[config.mk]
export PLATFORM = sky130hd
export DESIGN_NAME = fetch_stage_flat
export DESIGN_NICKNAME = d
export VERILOG_FILES = /design/src/rtl/fetch_stage_if.sv /design/src/rtl/fetch_stage.sv /design/src/flat_wrapper.sv
export SDC_FILE = /design/constraint.sdc
export NUM_CORES = 1
export LEC_CHECK = 0
export BUFFER_PORTS_ARGS = -buffer_cell sky130_fd_sc_hd__buf_2
export CAP_MARGIN = 20
export CORE_AREA = 2 2 123 125
export CTS_CLUSTER_DIAMETER = 50
export DETAILED_ROUTE_END_ITERATION = 8
export DIE_AREA = 0 0 125 127
export PLACE_DENSITY = 0.8
export SKIP_CTS_REPAIR_TIMING = 1
export SYNTH_ARGS = -nofsm -noshare
export SYNTH_HDL_FRONTEND = slang
export SYNTH_SLANG_ARGS = --single-unit
[constraint.sdc]
create_clock -name clk_i -period 2.39 [get_ports clk_i]
set_clock_uncertainty 0.05 [all_clocks]
set_input_delay 0.1195 -clock clk_i [delete_from_list [all_inputs] [get_ports clk_i]]
set_output_delay 0.1195 -clock clk_i [all_outputs]
set_load 0.02 [all_outputs]
[src/rtl/fetch_stage_if.sv]
// Bus bundle between the fetch stage and its environment: instruction ROM
// port, redirect request from the pipeline and the IF/ID register toward decode.
//   master : used by fetch_stage (drives imem address and IF/ID outputs)
//   slave  : used by the environment (ROM, redirect logic, decode)
interface fetch_stage_if;
    logic [31:0] imem_addr_o;
    logic [31:0] imem_data_i;
    logic        redirect_valid_i;
    logic [31:0] redirect_pc_i;
    logic        id_ready_i;
    logic        if_valid_o;
    logic [31:0] if_instr_o;
    logic [31:0] if_pc_o;
    logic [31:0] if_pc_plus4_o;
    logic        if_misaligned_o;
    logic [31:0] fetch_cnt_o;

    modport master (
        output imem_addr_o,
        input  imem_data_i,
        input  redirect_valid_i,
        input  redirect_pc_i,
        input  id_ready_i,
        output if_valid_o,
        output if_instr_o,
        output if_pc_o,
        output if_pc_plus4_o,
        output if_misaligned_o,
        output fetch_cnt_o
    );

    modport slave (
        input  imem_addr_o,
        output imem_data_i,
        output redirect_valid_i,
        output redirect_pc_i,
        output id_ready_i,
        input  if_valid_o,
        input  if_instr_o,
        input  if_pc_o,
        input  if_pc_plus4_o,
        input  if_misaligned_o,
        input  fetch_cnt_o
    );
endinterface

[src/rtl/fetch_stage.sv]
// Instruction-fetch stage: owns the PC, addresses the combinational
// instruction ROM and registers {instr, pc, misaligned} into the IF/ID
// register with a valid/ready handshake toward decode.
// Ports:
//   clk_i  : clock, rising edge
//   rst_i  : synchronous active-high reset
//   bus    : fetch_stage_if.master (imem port, redirect, IF/ID outputs, fetch count)
module fetch_stage #(
    parameter logic [31:0] RESET_PC  = 32'h0000_0000,
    parameter logic [31:0] NOP_INSTR = 32'h0000_0013
) (
    input  logic          clk_i,
    input  logic          rst_i,
    fetch_stage_if.master bus
);

    localparam int unsigned XLEN = 32;

    localparam logic [0:0] ST_RUN  = 1'b0;
    localparam logic [0:0] ST_HALT = 1'b1;

    logic [0:0]      state_q;
    logic [0:0]      state_d;
    logic [XLEN-1:0] pc_q;
    logic            valid_q;
    logic [XLEN-1:0] instr_q;
    logic [XLEN-1:0] out_pc_q;
    logic [XLEN-1:0] out_pc_plus4_q;
    logic            misaligned_q;
    logic [XLEN-1:0] fetch_cnt_q;

    logic xfer_c;
    logic load_c;
    logic aligned_c;

    assign xfer_c    = valid_q & bus.id_ready_i;
    assign load_c    = (state_q == ST_RUN) & (~valid_q | bus.id_ready_i);
    assign aligned_c = (pc_q[1:0] == 2'b00);

    // Next-state: a misaligned load parks the stage until a redirect.
    always_comb begin
        state_d = state_q;
        if (bus.redirect_valid_i) begin
            state_d = ST_RUN;
        end else if (load_c && !aligned_c) begin
            state_d = ST_HALT;
        end
    end

    // FSM state register
    always_ff @(posedge clk_i) begin
        if (rst_i) begin
            state_q <= ST_RUN;
        end else begin
            state_q <= state_d;
        end
    end

    // PC, IF/ID register and handshake counter
    always_ff @(posedge clk_i) begin
        if (rst_i) begin
            pc_q           <= RESET_PC;
            valid_q        <= 1'b0;
            instr_q        <= NOP_INSTR;
            out_pc_q       <= '0;
            out_pc_plus4_q <= XLEN'(4);
            misaligned_q   <= 1'b0;
            fetch_cnt_q    <= '0;
        end else begin
            // The entry leaving this cycle counts even if a redirect flushes behind it.
            if (xfer_c) begin
                fetch_cnt_q <= fetch_cnt_q + XLEN'(1);
            end

            if (bus.redirect_valid_i) begin
                pc_q         <= bus.redirect_pc_i;
                valid_q      <= 1'b0;
                instr_q      <= NOP_INSTR;
                misaligned_q <= 1'b0;
            end else if (load_c) begin
                valid_q        <= 1'b1;
                out_pc_q       <= pc_q;
                out_pc_plus4_q <= pc_q + XLEN'(4);
                if (aligned_c) begin
                    instr_q      <= bus.imem_data_i;
                    misaligned_q <= 1'b0;
                    pc_q         <= pc_q + XLEN'(4);
                end else begin
                    // Bad target: hand decode a NOP tagged misaligned, keep pc_q.
                    instr_q      <= NOP_INSTR;
                    misaligned_q <= 1'b1;
                end
            end else if (xfer_c) begin
                // Only reachable in HALT: drain the held entry.
                valid_q      <= 1'b0;
                instr_q      <= NOP_INSTR;
                misaligned_q <= 1'b0;
            end
        end
    end

    assign bus.imem_addr_o     = pc_q;
    assign bus.if_valid_o      = valid_q;
    assign bus.if_instr_o      = instr_q;
    assign bus.if_pc_o         = out_pc_q;
    assign bus.if_pc_plus4_o   = out_pc_plus4_q;
    assign bus.if_misaligned_o = misaligned_q;
    assign bus.fetch_cnt_o     = fetch_cnt_q;

endmodule

[src/flat_wrapper.sv]
// flat-port wrapper written by rule: the top's interface ports become plain ports
module fetch_stage_flat 
#(
    parameter logic [31:0] RESET_PC  = 32'h0000_0000,
    parameter logic [31:0] NOP_INSTR = 32'h0000_0013
)
  (clk_i, rst_i, bus_imem_addr_o, bus_imem_data_i, bus_redirect_valid_i, bus_redirect_pc_i, bus_id_ready_i, bus_if_valid_o, bus_if_instr_o, bus_if_pc_o, bus_if_pc_plus4_o, bus_if_misaligned_o, bus_fetch_cnt_o);
  fetch_stage_if bus_i ();
  input  logic clk_i;
  input  logic rst_i;
  output wire logic [$bits(bus_i.imem_addr_o)-1:0] bus_imem_addr_o;
  input wire logic [$bits(bus_i.imem_data_i)-1:0] bus_imem_data_i;
  input wire logic [$bits(bus_i.redirect_valid_i)-1:0] bus_redirect_valid_i;
  input wire logic [$bits(bus_i.redirect_pc_i)-1:0] bus_redirect_pc_i;
  input wire logic [$bits(bus_i.id_ready_i)-1:0] bus_id_ready_i;
  output wire logic [$bits(bus_i.if_valid_o)-1:0] bus_if_valid_o;
  output wire logic [$bits(bus_i.if_instr_o)-1:0] bus_if_instr_o;
  output wire logic [$bits(bus_i.if_pc_o)-1:0] bus_if_pc_o;
  output wire logic [$bits(bus_i.if_pc_plus4_o)-1:0] bus_if_pc_plus4_o;
  output wire logic [$bits(bus_i.if_misaligned_o)-1:0] bus_if_misaligned_o;
  output wire logic [$bits(bus_i.fetch_cnt_o)-1:0] bus_fetch_cnt_o;
  assign bus_imem_addr_o = bus_i.imem_addr_o;
  assign bus_i.imem_data_i = bus_imem_data_i;
  assign bus_i.redirect_valid_i = bus_redirect_valid_i;
  assign bus_i.redirect_pc_i = bus_redirect_pc_i;
  assign bus_i.id_ready_i = bus_id_ready_i;
  assign bus_if_valid_o = bus_i.if_valid_o;
  assign bus_if_instr_o = bus_i.if_instr_o;
  assign bus_if_pc_o = bus_i.if_pc_o;
  assign bus_if_pc_plus4_o = bus_i.if_pc_plus4_o;
  assign bus_if_misaligned_o = bus_i.if_misaligned_o;
  assign bus_fetch_cnt_o = bus_i.fetch_cnt_o;
  fetch_stage #(.RESET_PC(RESET_PC), .NOP_INSTR(NOP_INSTR)) u_core (.clk_i(clk_i), .rst_i(rst_i), .bus(bus_i));
endmodule
==> flow_summary.ini <==
[run_status]
status = complete, no violations

[setup_path]
reg2reg_depth = 7
endpoint_kind = flop
cp.required_ns = 2.63
cp_data_arrival_time_ns = 2.48
worstSetupStartpointType = flop
path_class = flop to flop
crit_fanout = 13

[logic_synthesis]
synth_top_family_by_area = simple AND/OR/NAND/NOR gates
yosysTopAreaCell = dfxtp_1
synth_xor_area_frac = 0.0216
synthArstFlopShare = 0
muxShareOfSynthArea = 0.00584
synthAdderAreaFrac = 0.00343
synth_compound_area_frac = 0.211
yosysWarnings = 0
synthSimpleGateAreaFrac = 0.260
synth_nets = 956
synth-edff-count = 0
syn_area_um2 = 7290
yosys.area.top_type_share = 0.442
ys_seq_area_frac = 0.442
synth.distinct_cells = 64
synthCells = 886
synth_area_leaders = dfxtp_1, nand2_1, nor2_1, a21oi_1, a22oi_1
syn_area_per_cell_um2 = 8.23
ys.flop_type = dfxtp_1
synth-seq-cells = 161

[drt]
drt-initial-drc-count = 915
antenna_left = 0
topRoutingLayerUsed = met4
route.detailed.drc = 0
wl_per_cell_um = 17.7
vias = 7960
wl_met1_um = 9680
viasPerCell = 5.89
route.met3.wl_um = 2200
drt_first_pass_iters = 5
wirelength_um = 24000
route.met2.wl_um = 11400

[timing]
timing.setup.tns_ns = 0
min_period_ns = 2.23
final.period_utilization = 0.934
rsz0062_at_grt = false
hold_viol = 0
max_slew_margin = 0.321
worstMarginPinSlew_ns = 1.02
fmax_ghz = 0.448
slew_violations = 0
setup_violations = 0

[min_path]
whs_path_depth = 4
hp-class = primary input to flop

[clock_network]
cts_made_buffers = 17
cts_sinks = 161
worstSkewPairLatency_ns = 0.43
cts_tree = built
root_buffer = clkbuf_16
ctsHtreeMaxLevel = 4
cts_buffer_depth = 2
clk_pin_slew_worst_paths_ns = 0.06

[power]
p_per_area_nw_per_um2 = 686
vdd_drop_max_mv = 0.563
power.leakage_nw = 4.08

[placement]
hpwl_um = 15700
routabilityCongestion = 0.890
placed_cell_area_um2 = 8690
place_inst = 1257
port_buffers = 229

[grt]
gr-usage-all-layers = 0.278
overflow = 0
grt_pass1_vias = 6897
antenna_found_initial = 1
grt_pass1_wl_um = 35800
grt_max_degree = 76

[floorplanning]
dieWidth_um = 125
core_um2 = 14400
dieArea_um2 = 15900
io_pins = 230
die_y_um = 127
start_util = 0.505
row_count = 44

[run]
maxCapViolations = 0

[final_layout]
drive_gt1_frac = 0.276
nFillCells = 1161
stdcell_count = 1352
finish.net_count = 1224
syn_to_final_growth_pct = 36.4
final_util = 0.689
seq_area_um2 = 3220
multi_input_area_um2 = 3690
fin_area_um2 = 9940
## flip-flops by register name (all words and copies together), names as in the netlist
register / cells
u_core.bus.fetch_cnt_o: 32
u_core.bus.if_instr_o: 32
u_core.bus.if_pc_plus4_o: 32
u_core.bus.imem_addr_o: 32
u_core.bus.if_pc_o: 30
u_core.bus.if_misaligned_o: 1
u_core.bus.if_valid_o: 1
u_core.state_q: 1
## per-stage QoR
stage | power (mW) | worst slack (ns) | hold WS (ns)
6_report | 6.82 | 0.157 | 0.0619
2_1_floorplan | 3.56 | 0.0894 | 0.194
3_3_place_gp | 3.91 | 0.220 | 0.280
4_1_cts | 6.75 | 0.139 | -0.154
3_5_place_dp | 3.92 | 0.161 | 0.289
5_1_grt | 7.05 | 0.0336 | 0.0435
## cells in the final DEF, fill, tap and decap left out, types with 15 or more instances in the layout
cell type / synthesis / routed
o31ai_1: 17 / 17
nand3_1: 31 / 30
dlygate4sd3_1: 0 / 62
a22oi_1: 30 / 30
or4_1: 20 / 19
nand4_1: 25 / 25
inv_1: 15 / 15
a311oi_1: 16 / 16
buf_2: 17 / 228
nor2_1: 93 / 93
buf_4: 2 / 37
or3_1: 16 / 16
clkbuf_16: 0 / 17
nor3_1: 24 / 23
nor4_1: 22 / 20
dfxtp_1: 161 / 161
xnor2_1: 15 / 15
nand2_1: 108 / 108
o21ai_0: 21 / 21
a21oi_1: 61 / 61
## synthesized netlist by cell type, drive strengths merged, types with 3 or more instances
| master | count |
|---|---|
| dfxtp | 161 |
| nand2 | 108 |
| nor2 | 93 |
| a21oi | 61 |
| clkbuf | 55 |
| nand3 | 31 |
| a22oi | 30 |
| nand4 | 28 |
| buf | 27 |
| nor3 | 25 |
| nor4 | 22 |
| o21ai | 21 |
| or4 | 20 |
| a311oi | 18 |
| o31ai | 17 |
| or3 | 17 |
| inv | 15 |
| xnor2 | 15 |
| a31oi | 14 |
| a211oi | 13 |
| and3 | 10 |
| and4 | 7 |
| nor2b | 6 |
| o21bai | 6 |
| a2111oi | 4 |
| a32oi | 4 |
| and2 | 4 |
| o211ai | 4 |
| o22ai | 4 |
| o311ai | 4 |
| a2bb2oi | 3 |
| o31a | 3 |
| o41a | 3 |
| or2 | 3 |
| xor2 | 3 |
## final timing paths
kind                                     startpoint                                 endpoint  slack, ns
min reg2reg     u_core.bus.if_pc_o[15]$_SDFFE_PP0P_      u_core.bus.if_pc_o[15]$_SDFFE_PP0P_       0.40
min                           bus_redirect_pc_i[17]  u_core.bus.imem_addr_o[17]$_SDFFE_PP0P_       0.06
max          u_core.bus.imem_addr_o[2]$_SDFFE_PP0P_  u_core.bus.imem_addr_o[22]$_SDFFE_PP0P_       0.16
max reg2reg  u_core.bus.imem_addr_o[2]$_SDFFE_PP0P_  u_core.bus.imem_addr_o[22]$_SDFFE_PP0P_       0.16
## area by class of cell
class,count,share of cell area
inverter,15,0.00566
antenna,1,0.000252
sequential,161,0.324
timing repair buffer,331,0.213
tap,184,0.0232
multi-input combinational,628,0.371
clock inverter,9,0.0130
clock buffer,23,0.0491
## report_power, final
part | internal, mW | switching (mW)
combinational | 0.397 | 0.626
clock | 1.75 | 1.10
sequential | 2.81 | 0.126
## cell families after synthesis
logic type	Yosys count
DFF	161
AOI/OAI and AO/OA	223
and+or+nand+nor	381
adders and majority gates	2
buffers and inverters	97
xor gates and xnor gates	18
muxes	4
## critical path: stages (launching register included)
cell,delay (ns)
dfxtp_1,0.45
ha_2,0.27
nand3_1,0.12
buf_4,0.19
nor4_2,0.35
buf_12,0.19
a311oi_1,0.08
a2111oi_0,0.40
## metal layers
metal / GRT usage / up-vias
met3: 0.0888 / 57
met4: 0.113 / 0
met5: 0 / -
li1: - / 3786
met1: 0.352 / 3695
met2: 0.442 / 422
Note: power is estimated with default switching activity, not from simulation.
